===== src/rtl/note_pkg.sv =====
// Shared constants for the note tone generator: note indices, base divisor table, FSM encoding.
package note_pkg;

  localparam int unsigned NOTE_W    = 3;
  localparam int unsigned OCT_W     = 2;
  localparam int unsigned TABLE_W   = 18;
  localparam int unsigned NUM_NOTES = 8;
  localparam int unsigned STATE_W   = 2;

  localparam logic [NOTE_W-1:0] DO    = 3'd0;
  localparam logic [NOTE_W-1:0] RE    = 3'd1;
  localparam logic [NOTE_W-1:0] MI    = 3'd2;
  localparam logic [NOTE_W-1:0] FA    = 3'd3;
  localparam logic [NOTE_W-1:0] SOL   = 3'd4;
  localparam logic [NOTE_W-1:0] LA    = 3'd5;
  localparam logic [NOTE_W-1:0] SI    = 3'd6;
  localparam logic [NOTE_W-1:0] DO_HI = 3'd7;

  // Full-period divisors for a 50 MHz clock, lowest octave.
  localparam logic [TABLE_W-1:0] DIV_TABLE [NUM_NOTES] = '{
    18'd191205, 18'd170357, 18'd151685, 18'd143172,
    18'd127551, 18'd113636, 18'd101239, 18'd95602
  };

  localparam logic [STATE_W-1:0] ST_IDLE  = 2'd0;
  localparam logic [STATE_W-1:0] ST_RUN   = 2'd1;
  localparam logic [STATE_W-1:0] ST_DRAIN = 2'd2;

endpackage


===== src/rtl/note_div_lut.sv =====
// Combinational note/octave to effective divisor lookup, with simulation shift and floor clamp.
module note_div_lut
  import note_pkg::*;
#(
  parameter int unsigned CNT_W     = 28,
  parameter int unsigned SIM_SHIFT = 0,
  parameter int unsigned MIN_DIV   = 2
) (
  input  logic [NOTE_W-1:0] note_sel,
  input  logic [OCT_W-1:0]  octave,
  output logic [CNT_W-1:0]  eff_div_c
);

  logic [CNT_W-1:0] base;
  logic [CNT_W-1:0] shifted;

  always_comb begin
    base      = CNT_W'(DIV_TABLE[note_sel]);
    shifted   = (base >> SIM_SHIFT) >> octave;
    eff_div_c = (shifted < CNT_W'(MIN_DIV)) ? CNT_W'(MIN_DIV) : shifted;
  end

endmodule


===== src/rtl/note_tone_gen.sv =====
// Square-wave tone generator; the divisor is latched only at period wraps so notes change glitch-free.
module note_tone_gen
  import note_pkg::*;
#(
  parameter int unsigned CNT_W     = 28,
  parameter int unsigned SIM_SHIFT = 0,
  parameter int unsigned MIN_DIV   = 2
) (
  input  logic              clock_in,
  input  logic              reset,
  input  logic              enable,
  input  logic [NOTE_W-1:0] note_sel,
  input  logic [OCT_W-1:0]  octave,
  output logic              clock_out,
  output logic              period_tick,
  output logic              active
);

  logic [STATE_W-1:0] state, state_n;
  logic [CNT_W-1:0]   cnt, cnt_n, cnt_inc;
  logic [CNT_W-1:0]   div_act, div_n;
  logic [CNT_W-1:0]   eff_div;
  logic               clock_out_n, tick_n, active_n, wrap;

  note_div_lut #(
    .CNT_W    (CNT_W),
    .SIM_SHIFT(SIM_SHIFT),
    .MIN_DIV  (MIN_DIV)
  ) u_lut (
    .note_sel (note_sel),
    .octave   (octave),
    .eff_div_c(eff_div)
  );

  // RUN and DRAIN count identically; enable only decides what happens at the wrap.
  always_comb begin
    state_n     = state;
    cnt_n       = cnt;
    div_n       = div_act;
    clock_out_n = clock_out;
    tick_n      = 1'b0;
    cnt_inc     = cnt + CNT_W'(1);
    wrap        = (cnt == div_act - CNT_W'(1));
    case (state)
      ST_IDLE: begin
        cnt_n       = '0;
        clock_out_n = 1'b0;
        if (enable) begin
          div_n       = eff_div;
          clock_out_n = 1'b1;
          state_n     = ST_RUN;
        end
      end
      ST_RUN, ST_DRAIN: begin
        if (wrap) begin
          cnt_n  = '0;
          tick_n = 1'b1;
          if (enable) begin
            div_n       = eff_div;
            clock_out_n = 1'b1;
            state_n     = ST_RUN;
          end else begin
            clock_out_n = 1'b0;
            state_n     = ST_IDLE;
          end
        end else begin
          cnt_n       = cnt_inc;
          clock_out_n = (cnt_inc < (div_act >> 1));
          state_n     = enable ? ST_RUN : ST_DRAIN;
        end
      end
      default: begin
        state_n     = ST_IDLE;
        cnt_n       = '0;
        clock_out_n = 1'b0;
      end
    endcase
    active_n = (state_n != ST_IDLE);
  end

  always_ff @(posedge clock_in) begin
    if (reset) begin
      state       <= ST_IDLE;
      cnt         <= '0;
      div_act     <= CNT_W'(MIN_DIV);
      clock_out   <= 1'b0;
      period_tick <= 1'b0;
      active      <= 1'b0;
    end else begin
      state       <= state_n;
      cnt         <= cnt_n;
      div_act     <= div_n;
      clock_out   <= clock_out_n;
      period_tick <= tick_n;
      active      <= active_n;
    end
  end

endmodule


===== config.mk =====
export PLATFORM = sky130hd
export DESIGN_NAME = note_tone_gen
export DESIGN_NICKNAME = d
export VERILOG_FILES = /design/src/rtl/note_pkg.sv /design/src/rtl/note_div_lut.sv /design/src/rtl/note_tone_gen.sv
export SDC_FILE = /design/constraint.sdc
export NUM_CORES = 1
export LEC_CHECK = 0
export CAP_MARGIN = 10
export CORE_UTILIZATION = 60
export CTS_CLUSTER_DIAMETER = 120
export DETAILED_ROUTE_END_ITERATION = 10
export PLACE_DENSITY_LB_ADDON = 0.05
export SLEW_MARGIN = 20
export SYNTH_ARGS = -nofsm -noshare
export SYNTH_HDL_FRONTEND = slang
export SYNTH_SLANG_ARGS = --single-unit

===== constraint.sdc =====
create_clock -name clock_in -period 3.73 [get_ports clock_in]
set_input_delay 0.746 -clock clock_in [delete_from_list [all_inputs] [get_ports clock_in]]
set_output_delay 0.746 -clock clock_in [all_outputs]
set_load 0.03 [all_outputs]

# ---- Word level (Yosys, flattened, before mapping)
# Memories as Yosys holds them, arrays and structs flattened.
# Index checks and enable logic that the tools add are counted.
dict set report classes {
  reduce_logical 7
  n_addsub 2
  order_cmp 3
  n_bitwise 2
  muxes 15
  eq_ne 4
  shifts 1
}
# op count
set ops {}
lappend ops {{2-to-1 mux 28 bit} 3}
lappend ops {{one-hot mux 28 bit (2 select lines)} 1}
lappend ops {{2-to-1 mux 18 bit} 2}
lappend ops {{adder 28 x 1 -> 28 bit, second input constant} 1}
lappend ops {{equality test 28 bit} 1}
lappend ops {{less-than comparator 28 x 2 -> 1 bit, second input constant} 1}
lappend ops {{less-than comparator 28 x 27 -> 1 bit} 1}
lappend ops {{>> shifter 18 x 2 -> 28 bit} 1}
lappend ops {{subtractor 28 x 1 -> 28 bit, second input constant} 1}
lappend ops {{2-to-1 mux 2 bit} 3}
lappend ops {{greater-or-equal comparator 4 bit, second input constant} 1}
lappend ops {{2-to-1 mux 1 bit} 4}
lappend ops {{NOT 3 -> 4 bit} 1}
lappend ops {{one-hot mux 2 bit (2 select lines)} 1}
lappend ops {{nonzero test 2 bit} 2}
lappend ops {{OR reduction 2 bit} 2}
lappend ops {{OR reduction 3 bit} 1}
lappend ops {{equality test 2 x 1 -> 1 bit, second input constant} 1}
lappend ops {{equality test 2 bit, second input constant} 1}
lappend ops {{logical NOT 2 bit} 1}
lappend ops {{!= test 2 bit, second input constant} 1}
lappend ops {{one-hot mux 1 bit (2 select lines)} 1}
lappend ops {{AND reduction 2 bit} 1}
lappend ops {{NOT 1 bit} 1}
dict set report word_totals {
  output_inout_bits 3
  elab_cells 41
  memories 1
  rom_bits 144
  ff_bits 61
  inputBits 8
}
# memory depth width rd rd_clocked_by_memory_dff write_ports line_no
set memory_table {}
lappend memory_table {{(no name shown)} 8 18 1 0 0 note_div_lut.sv:18} ;# base = CNT_W'(DIV_TABLE[note_sel]);

# ---- Depth between registers and ports, before layout
# Gate-level depths: netlist of the first run.
dict set report depth {
  word_depth 10
  ltp_mapped 13
  ltp_nobuf 13
}

# ---- Hierarchy
# From an unflattened synthesis of the first run, not the netlist that was laid out.
dict set report hier_totals {
  cells_unflattened 618
  hier_area_um2 5076.1
}
# mod cells_each seq_area_each_um2 area_per_inst_um2 n_inst
set modules_own_cells {}
lappend modules_own_cells {note_tone_gen 489 1221.2 4220.3 1}
lappend modules_own_cells {note_div_lut 129 0.0 855.8 1}

# ---- Worst setup path before layout of the first run
# OpenSTA, ideal clock, no wires.
dict set report synth_path {
  path_kind {register to register}
  from {reg cnt[3]}
  to {reg clock_out}
  arrival_ns 2.914
  required_time_ns 3.651
  path_slack_ns 0.737
  stages_incl_launch_ff 11
  setup_ns 0.079
  synth_period_minus_slack_ns 2.993
  path_buffers 1
  path_cell_list {dfxtp_1 -> clkbuf_1 -> nand4_1 -> nor4_1 -> xor2_1 -> ha_1 -> nor2b_1 -> o31ai_1 -> nand4b_1 -> or4_1 -> o211ai_1}
}
dict set report synth_between {
  elab_chain_len 4
  word_cells_on_any_way 5
  classes_between {1 x add/sub; 1 x order compare; 1 x eq/ne; 2 x mux}
}
# item line_no
set synth_rtl {}
lappend synth_rtl {{start: declaration} note_tone_gen.sv:20} ;# logic [CNT_W-1:0] cnt, cnt_n, cnt_inc;
lappend synth_rtl {{start signal: assignment} note_tone_gen.sv:91} ;# cnt <= cnt_n;
lappend synth_rtl {{adder 28 x 1 -> 28 bit} note_tone_gen.sv:42} ;# cnt_inc = cnt + CNT_W'(1);
lappend synth_rtl {{net cnt_inc[15]} note_tone_gen.sv:20}
lappend synth_rtl {{less-than comparator 28 x 27 -> 1 bit} note_tone_gen.sv:68} ;# clock_out_n = (cnt_inc < (div_act >> 1));
lappend synth_rtl {{2-to-1 mux 1 bit} note_tone_gen.sv:55} ;# if (wrap) begin
lappend synth_rtl {{one-hot mux 1 bit (2 select lines)} note_tone_gen.sv:44} ;# case (state)
lappend synth_rtl {{end signal: assignment} note_tone_gen.sv:93} ;# clock_out <= clock_out_n;
lappend synth_rtl {{end: declaration} note_tone_gen.sv:14} ;# output logic clock_out,
# The timed path passes the listed nets, and every way through them passes these cells.
# A chain may end at the register's enable or synchronous reset.

# ---- Worst setup path in the final report of the first run
dict set report layout_path {
  from {reg div_act[8]}
  to {reg div_act[6]}
}
dict set report layout_between {
  elab_chain_len 4
}
# item line_no
set layout_rtl {}
lappend layout_rtl {{start: declaration} note_tone_gen.sv:21} ;# logic [CNT_W-1:0] div_act, div_n;
lappend layout_rtl {{start signal: assignment} note_tone_gen.sv:85} ;# div_act <= CNT_W'(MIN_DIV);
lappend layout_rtl {{start signal: assignment} note_tone_gen.sv:92} ;# div_act <= div_n;
lappend layout_rtl {{subtractor 28 x 1 -> 28 bit} note_tone_gen.sv:43} ;# wrap = (cnt == div_act - CNT_W'(1));
lappend layout_rtl {{equality test 28 bit} note_tone_gen.sv:43}
lappend layout_rtl {{!= test 2 bit (no line)} --}
lappend layout_rtl {{AND reduction 2 bit (no line)} --}
# Every way passes these cells.

==> results of run 1 <==
per-stage QoR:
step                      instance area [µm²]  instances  power [W]
after global placement                   4320        605    0.00114
after CTS                                4440        613    0.00156
after global routing                     4440        613    0.00165
after floorplan                          4170        533    0.00102
after detailed placement                 4320        605    0.00115
final                                    4440        613    0.00156
per-layer routing:
metal  global-route usage, %  routed length, µm  vias up
li1                        -                  -     1904
met1                    38.7               4770     1768
met2                    48.8               4920       70
met3                    3.31                324       15
met4                    8.18                195        0
met5                       0                  0        -
report_power, final:
part	total, W	switching [W]	internal, W	leakage [nW]
Combinational	0.000518	0.000305	0.000213	1.34
Sequential	0.000623	0.0000465	0.000577	0.415
Clock	0.000417	0.000196	0.000221	0.0618
Total	0.00156	0.000548	0.00101	1.81
cells in the mapped netlist, drive strengths merged (4+ instances only):
cell	count
o311ai	5
nand2	50
ha	26
buf	7
a211oi	7
xnor2	26
mux2i	20
xor2	28
a21oi	13
nor2	48
o21ai	18
a31oi	7
and3	9
mux2	4
dfxtp	51
nor3	17
nor3b	4
nand2b	4
o311a	5
nand3	22
a211o	4
nand4	18
inv	31
nor4	11
o211ai	7
clkbuf	21
nor2b	17
critical path, cell delays in order (launching register included):
cell                       delay (ns)
sky130_fd_sc_hd__dfxtp_1         0.44
sky130_fd_sc_hd__or4_4           0.58
sky130_fd_sc_hd__a211oi_1        0.24
sky130_fd_sc_hd__nor3b_2         0.30
sky130_fd_sc_hd__nand4_1         0.12
sky130_fd_sc_hd__or4_4           0.59
sky130_fd_sc_hd__o31a_1          0.49
sky130_fd_sc_hd__o311a_1         0.40
sequential cells by signal, indices dropped and copies added (netlist names):
| register | cells |
|---|---|
| clock_out | 1 |
| active | 1 |
| div_act | 18 |
| cnt | 28 |
| period_tick | 1 |
| state | 2 |
area by class of cell:
| class | count | share of cell area, % |
|---|---|---|
| Sequential cell | 51 | 23.0 |
| Clock buffer | 6 | 1.86 |
| Inverter | 34 | 2.87 |
| Clock inverter | 2 | 0.873 |
| Multi-Input combinational cell | 420 | 65.2 |
| Timing Repair Buffer | 20 | 3.94 |
| Tap cell | 80 | 2.25 |
logic make-up (layout without fill, tap and decap cells):
group                    Yosys count  after routing  share of synthesized area (%)
AND/OR/NAND/NOR                  219            219                           27.1
multiplexers                      25             25                           6.41
adder cells (fa/ha/maj)           26             26                           7.79
AO/OA/AOI/OAI                     96             96                           16.7
XOR/XNOR                          54             54                           11.3
flip-flops                        51             51                           24.5
buffers and inverters             62             62                           6.18
final timing paths:
path                                               from                 endpoint  slack (ns)  cells past startpoint
worst min-delay path                state[1]$_SDFF_PP0_      state[1]$_SDFF_PP0_        0.52                      2
worst min register to register      state[1]$_SDFF_PP0_      state[1]$_SDFF_PP0_        0.52                      2
worst max register to register  div_act[8]$_SDFFE_PP0P_  div_act[6]$_SDFFE_PP0P_        0.46                      7
worst max-delay path            div_act[8]$_SDFFE_PP0P_  div_act[6]$_SDFFE_PP0P_        0.46                      7
==> impl_summary.log, run 1 <==
[metrics] post-placement setup slack: 0.477 ns
[metrics] number of buffers inserted for hold repair after clock tree synthesis: 0
[metrics] flip-flop and latch count after synthesis: 51
[metrics] antenna violations before repair: 0
[metrics] Die Width: 85.4 µm
[metrics] max-capacitance violation count: 0
[metrics] ratio of routed vias to standard cells: 6.13
[metrics] area of the multi-input gates: 0.00290 mm²
[metrics] post-layout minimum cycle time: 3.27 ns
[metrics] highest clock rate: 306 MHz
[metrics] final count of pins violating max slew: 0
[metrics] maximum buffer depth of the clock tree: 2
[metrics] type of the tightest min-delay check: reg -> reg
[metrics] post-detailed-route wirelength per cell: 16.6 µm
[metrics] Detailed Route WL: 10.2 mm
[metrics] min setup slack post-route: 0.459 ns
[metrics] Power per Cell Area: 351 mW/mm²
[metrics] antenna cell count: 0
[metrics] GRT overflow: 0
[metrics] final count of negative-setup-slack endpoints: 0
[metrics] largest clock skew in the final design: 0.0107 ns
[metrics] share of synthesized flip-flops with an asynchronous set or reset: 0%
[metrics] final number of hold-violating endpoints: 0
[metrics] leakage power: 1.81 nW
[metrics] DR vias: 3,757
[metrics] Layout Utilization: 65.7%
[metrics] cell area after synthesis: 0.00417 mm²
[metrics] leading cell type in the layout, fill and taps excluded: sky130_fd_sc_hd__dfxtp_1
[metrics] number of H-tree branching levels: 2
[metrics] critical path type: reg -> reg
[metrics] Reg area: 0.00102 mm²
[metrics] DRT antenna net count: 0
[metrics] worst endpoint data arrival time: 3.48 ns
[metrics] Max IR drop VDD: 282 µV
[metrics] wire length of the first global-routing pass: 16.9 mm
[metrics] sequential share of the synthesized area: 24.5%
[metrics] most frequently used flop master after synthesis: sky130_fd_sc_hd__dfxtp_1
[metrics] count of buffers inserted at the top-level ports: 10
[metrics] Post-DP HPWL: 8.00 mm
[metrics] number of flops mapped to enable cells by yosys: 0
[metrics] CP startpoint kind: flop
[metrics] cts repair resizes: 0
[metrics] run status: complete, no violations
[metrics] routability cong.: 0.847
[metrics] CP required: 3.94 ns
[metrics] Yosys warning count: 0
[metrics] Mapped Cells: 533
[metrics] final-layout setup total negative slack: 0 ns
[metrics] largest net degree at the start of global routing: 32
[metrics] clock-pin slew reported for the worst setup and hold paths after clock tree synthesis: 0.10 ns
[metrics] initial cell density of the core: 61.8%
[metrics] portion of synthesized cell area occupied by the leading cell type: 24.5%
[metrics] net count after synthesis: 567
[metrics] residual DRC count: 0
[metrics] worst slew pin tran: 0.581 ns
[metrics] unrepaired setup endpoints after global routing: no
[metrics] Syn Area/Cell: 7.83 µm²
[metrics] most frequent cells in the layout: sky130_fd_sc_hd__dfxtp_1 (51), sky130_fd_sc_hd__nand2_1 (50), sky130_fd_sc_hd__nor2_1 (48), sky130_fd_sc_hd__inv_1 (31), sky130_fd_sc_hd__xor2_1 (28)
[metrics] via count of the first global-routing pass: 3,515
[metrics] die outline area: 0.00729 mm²
[metrics] # nets final: 566
[metrics] count of cell types in the netlist: 63
[metrics] type of destination of the critical path: flop
[metrics] chip height: 85.4 µm
[metrics] count of clock tree sinks: 51
[metrics] CTS Root Buffer Type: sky130_fd_sc_hd__clkbuf_8
[metrics] worst-case hold slack: 0.516 ns
[metrics] Worst-Skew Late Latency: 0.31 ns
[metrics] largest cells by area after synthesis: sky130_fd_sc_hd__dfxtp_1 (24%), sky130_fd_sc_hd__ha_1 (7.8%), sky130_fd_sc_hd__xor2_1 (5.9%)
[metrics] number of design-rule violations left by the first detailed-router iteration: 173
[metrics] clock buffers created by TritonCTS: 5
[metrics] standard cell core area: 0.00676 mm²
[metrics] final worst-path cycle share: 87.7%
[metrics] # fillers: 613
[metrics] # Post-CTS Setup Buffers: 0
[metrics] share of cells above drive strength 1: 6.38%
[metrics] number of detailed-routing iterations run before antenna repair: 5
[metrics] IO Count: 11
[metrics] cell accounting for the most synthesized area: sky130_fd_sc_hd__dfxtp_1
[metrics] floorplan row count: 30
[metrics] Crit Path Max Fanout: 11
[metrics] clock tree from TritonCTS: built
[metrics] Layout area overhead: 6.38%
[metrics] All-Layer GR Usage: 28.8%
[metrics] worst slew margin relative to its limit: 60.9%
Power figures use the tool's default switching activity.
==> run 2: changes to the inputs <==
--- a/config.mk
+++ b/config.mk
@@ -10,7 +10,6 @@
 export CTS_CLUSTER_DIAMETER = 120
 export DETAILED_ROUTE_END_ITERATION = 10
 export PLACE_DENSITY_LB_ADDON = 0.05
-export SLEW_MARGIN = 20
 export SYNTH_ARGS = -nofsm -noshare
 export SYNTH_HDL_FRONTEND = slang
 export SYNTH_SLANG_ARGS = --single-unit
==> constraint.sdc (replaced) <==
create_clock -name clock_in -period 3.73 [get_ports clock_in]
set_input_delay 0.746 -clock clock_in [delete_from_list [all_inputs] [get_ports clock_in]]
set_output_delay 0.746 -clock clock_in [all_outputs]
set_load 0.02 [all_outputs]
==> results of run 2 <==
The final DEF is identical to that of run 1. Status: complete, no violations.
==> run 3: changes to the inputs <==
--- a/config.mk
+++ b/config.mk
@@ -5,10 +5,11 @@
 export SDC_FILE = /design/constraint.sdc
 export NUM_CORES = 1
 export LEC_CHECK = 0
-export CAP_MARGIN = 10
+export CAP_MARGIN = 40
 export CORE_UTILIZATION = 60
 export CTS_CLUSTER_DIAMETER = 120
 export DETAILED_ROUTE_END_ITERATION = 10
+export DONT_BUFFER_PORTS = 1
 export PLACE_DENSITY_LB_ADDON = 0.05
 export SYNTH_ARGS = -nofsm -noshare
 export SYNTH_HDL_FRONTEND = slang
==> run 3 against run 2 <==
Final cell count shrank 2.3%. Largest power group unchanged. Combinational power shrank 7.2%. Highest routed layer unchanged. Worst hold slack lost 0.016 ns. Critical path type unchanged. Clock power grew 11%. Worst setup slack gained 0.039 ns. First-iteration DRC count grew 33%. Maximum frequency grew 1.2%. Count of clock-buffer cells in the layout shrank 1.
==> impl_summary.log, run 3 (same netlist as run 1, synthesis figures left out) <==
[metrics] Worst-Skew Late Latency: 0.31 ns (about the same)
[metrics] GRT overflow: 0 (unchanged)
[metrics] All-Layer GR Usage: 29.1% (+0.24 points)
[metrics] delay of the slowest cell on the worst path: 0.50 ns (-0.09 ns)
[metrics] via count of the first global-routing pass: 3,428 (-2.5%)
[metrics] Power per Cell Area: 363 mW/mm²
[metrics] routability cong.: 0.927 (+9.5%)
[metrics] worst endpoint data arrival time: 3.47 ns (about the same)
[metrics] Max IR drop VDD: 240 µV
[metrics] CP required: 3.97 ns (+0.03 ns)
[metrics] run status: complete, no violations
[metrics] Crit Path Max Fanout: 7 (-4)
[metrics] post-detailed-route wirelength per cell: 16.9 µm (+1.6%)
[metrics] final worst-path cycle share: 86.6% (-1.1 points)
[metrics] number of design-rule violations left by the first detailed-router iteration: 230 (+33%)
[metrics] largest net degree at the start of global routing: 32 (unchanged)
[metrics] clock buffers created by TritonCTS: 5 (unchanged)
[metrics] Reg area: 0.00102 mm² (unchanged)
[metrics] wire length of the first global-routing pass: 16.9 mm (about the same)
[metrics] share of cells above drive strength 1: 5.78% (-0.60 points)
[metrics] # fillers: 627 (+2.3%)
[metrics] final count of pins violating max slew: 0 (unchanged)
[metrics] count of buffers inserted at the top-level ports: 0 (-10)
[metrics] reg2reg setup slack: 0.50 ns (+0.04 ns)
[metrics] CTS Root Buffer Type: sky130_fd_sc_hd__clkbuf_8
[metrics] unrepaired setup endpoints after global routing: no
[metrics] highest clock rate: 309 MHz (+1.2%)
[metrics] residual DRC count: 0 (unchanged)
[metrics] register name with the most flops: cnt
[metrics] number of H-tree branching levels: 2 (unchanged)
[metrics] power dissipated by switching net loads: 0.000529 W
[metrics] RR Startpoint: cnt[3]$_SDFF_PP0_
[metrics] type of destination of the critical path: flop
[metrics] critical-path cell with the highest stage delay: sky130_fd_sc_hd__or4_1
[metrics] IO Count: 11 (unchanged)
[metrics] most frequent cells in the layout: sky130_fd_sc_hd__dfxtp_1 (51), sky130_fd_sc_hd__nand2_1 (50), sky130_fd_sc_hd__nor2_1 (48), sky130_fd_sc_hd__inv_1 (31), sky130_fd_sc_hd__xor2_1 (28)
[metrics] Post-DP HPWL: 7.94 mm (-0.71%)
[metrics] clock tree from TritonCTS: built
[metrics] antenna violations before repair: 0 (unchanged)
[metrics] Cell Count, Final, Fillers Out: 599 (-2.3%)
[metrics] Min-Delay Path Depth: 1 (-1)
[metrics] area of the multi-input gates: 0.00290 mm² (unchanged)
[metrics] Comb power frac: 30.4%
[metrics] standard cell core area: 0.00676 mm² (unchanged)
[metrics] DRT antenna net count: 0 (unchanged)
[metrics] internal power: 0.00104 W
[metrics] clock-pin slew reported for the worst setup and hold paths after clock tree synthesis: 0.10 ns (about the same)
[metrics] # nets final: 552 (-2.5%)
[metrics] buffers and inverters on the worst path: 1 (+1)
[metrics] final number of hold-violating endpoints: 0 (unchanged)
[metrics] DR vias: 3,715 (-1.1%)
[metrics] Largest delay share family, worst path: simple AND/OR/NAND/NOR gates
[metrics] max-capacitance violation count: 0 (unchanged)
[metrics] worst slew pin tran: 0.695 ns (+0.113 ns)
[metrics] leading cell type in the layout, fill and taps excluded: sky130_fd_sc_hd__dfxtp_1
[metrics] final count of negative-setup-slack endpoints: 0 (unchanged)
[metrics] critical path type: reg -> reg
[metrics] maximum buffer depth of the clock tree: 2 (unchanged)
[metrics] Min-Delay Endpoint: div_act[5]$_SDFFE_PP0P_
[metrics] share of power burned in the clock network: 29.4% (+2.6 points)
[metrics] r2r worst-path depth: 11 (+4)
[metrics] die outline area: 0.00729 mm² (unchanged)
[metrics] type of the tightest min-delay check: in -> reg
[metrics] chip height: 85.4 µm (unchanged)
[metrics] post-layout minimum cycle time: 3.23 ns (-0.0394 ns)
[metrics] number of detailed-routing iterations run before antenna repair: 5 (unchanged)
[metrics] Detailed Route WL: 10.1 mm (-0.74%)
[metrics] CP startpoint kind: flop
[metrics] # Post-CTS Setup Buffers: 0 (unchanged)
[metrics] Top Registers: cnt x28, div_act x18, state x2
[metrics] largest clock skew in the final design: 0.0106 ns (-0.0000569 ns)
[metrics] part of the total power dissipated in sequential elements: 40.1%
[metrics] most used cell along the critical path: sky130_fd_sc_hd__nand4_1
[metrics] Die Width: 85.4 µm (unchanged)
[metrics] cts repair resizes: 0 (unchanged)
[metrics] net switching fraction of the power: 33.7%
[metrics] leakage power: 1.76 nW (-3.0%)
[metrics] endpoint of the worst-slack reg-to-reg timing path: clock_out$_SDFF_PP0_
[metrics] ratio of routed vias to standard cells: 6.20 (+1.2%)
[metrics] antenna cell count: 0 (unchanged)
[metrics] Cell Count Post-Placement: 591 (-2.3%)
[metrics] Cell Chain, Critical Path: nand4_1, nor4_1, buf_4, xor2_1, ha_1, nand4_1, nor2_1, o31ai_1, nand4b_1, or4_1, o211ai_1
[metrics] Layout area overhead: 3.63%
[metrics] count of clock tree sinks: 51 (unchanged)
[metrics] number of flip-flops in the largest register: 28 (unchanged)
[metrics] initial cell density of the core: 61.8% (unchanged)
[metrics] launch point of the worst hold path: reset
[metrics] floorplan row count: 30 (unchanged)
[metrics] number of buffers inserted for hold repair after clock tree synthesis: 0 (unchanged)
[metrics] final-layout setup total negative slack: 0 ns (unchanged)
[metrics] worst slew margin relative to its limit: 53.4% (-7.5 points)
## run 3: layout make-up
type | instances | area share, %
clock buffers | 5 | 1.59
inverters | 34 | 2.95
multi-input cells | 420 | 66.9
repair buffers | 6 | 1.04
well taps | 80 | 2.31
clock inverters | 3 | 1.56
flip-flops and latches | 51 | 23.6
## run 3: how the worst max path moves through the flow
stage / startpoint / depth (start not counted) / slack (ns) / end
6_report: cnt[3]$_SDFF_PP0_ / 11 / 0.50 / clock_out$_SDFF_PP0_
5_1_grt: cnt[3]$_SDFF_PP0_ / 10 / 0.26 / clock_out$_SDFF_PP0_
4_1_cts: cnt[3]$_SDFF_PP0_ / 11 / 0.49 / clock_out$_SDFF_PP0_
3_5_place_dp: cnt[3]$_SDFF_PP0_ / 11 / 0.52 / clock_out$_SDFF_PP0_
3_3_place_gp: div_act[3]$_SDFFE_PP0P_ / 7 / 0.59 / div_act[12]$_SDFFE_PP0P_
2_1_floorplan: cnt[3]$_SDFF_PP0_ / 10 / 0.74 / clock_out$_SDFF_PP0_
## run 3: through the flow
step	cell area, µm²	hold slack (ns)	total power [W]	setup slack [ns]	utilization [%]
global route	4330	0.489	0.00166	0.255	64.0
detailed placement	4190	0.498	0.00111	0.515	62.0
CTS	4330	0.495	0.00158	0.487	64.0
floorplan	4170	0.449	0.00102	0.737	-
global placement	4190	0.488	0.00111	0.593	62.0
finish	4330	0.500	0.00157	0.498	64.0
## run 3: power by group through the flow
stage | Combinational (W) | Sequential [W] | Clock [W]
floorplan | 0.000390 | 0.000625 | 0
global placement | 0.000468 | 0.000643 | 0
detailed placement | 0.000468 | 0.000644 | 0
CTS | 0.000473 | 0.000631 | 0.000473
global route | 0.000532 | 0.000636 | 0.000489
finish | 0.000478 | 0.000631 | 0.000462
## run 3: metal layers
metal	vias to the layer above	routed length, µm	global-route usage [%]
met5	-	0	0
met4	0	114	7.42
met3	11	335	4.28
met2	71	4980	49.7
met1	1747	4700	38.4
li1	1886	-	-
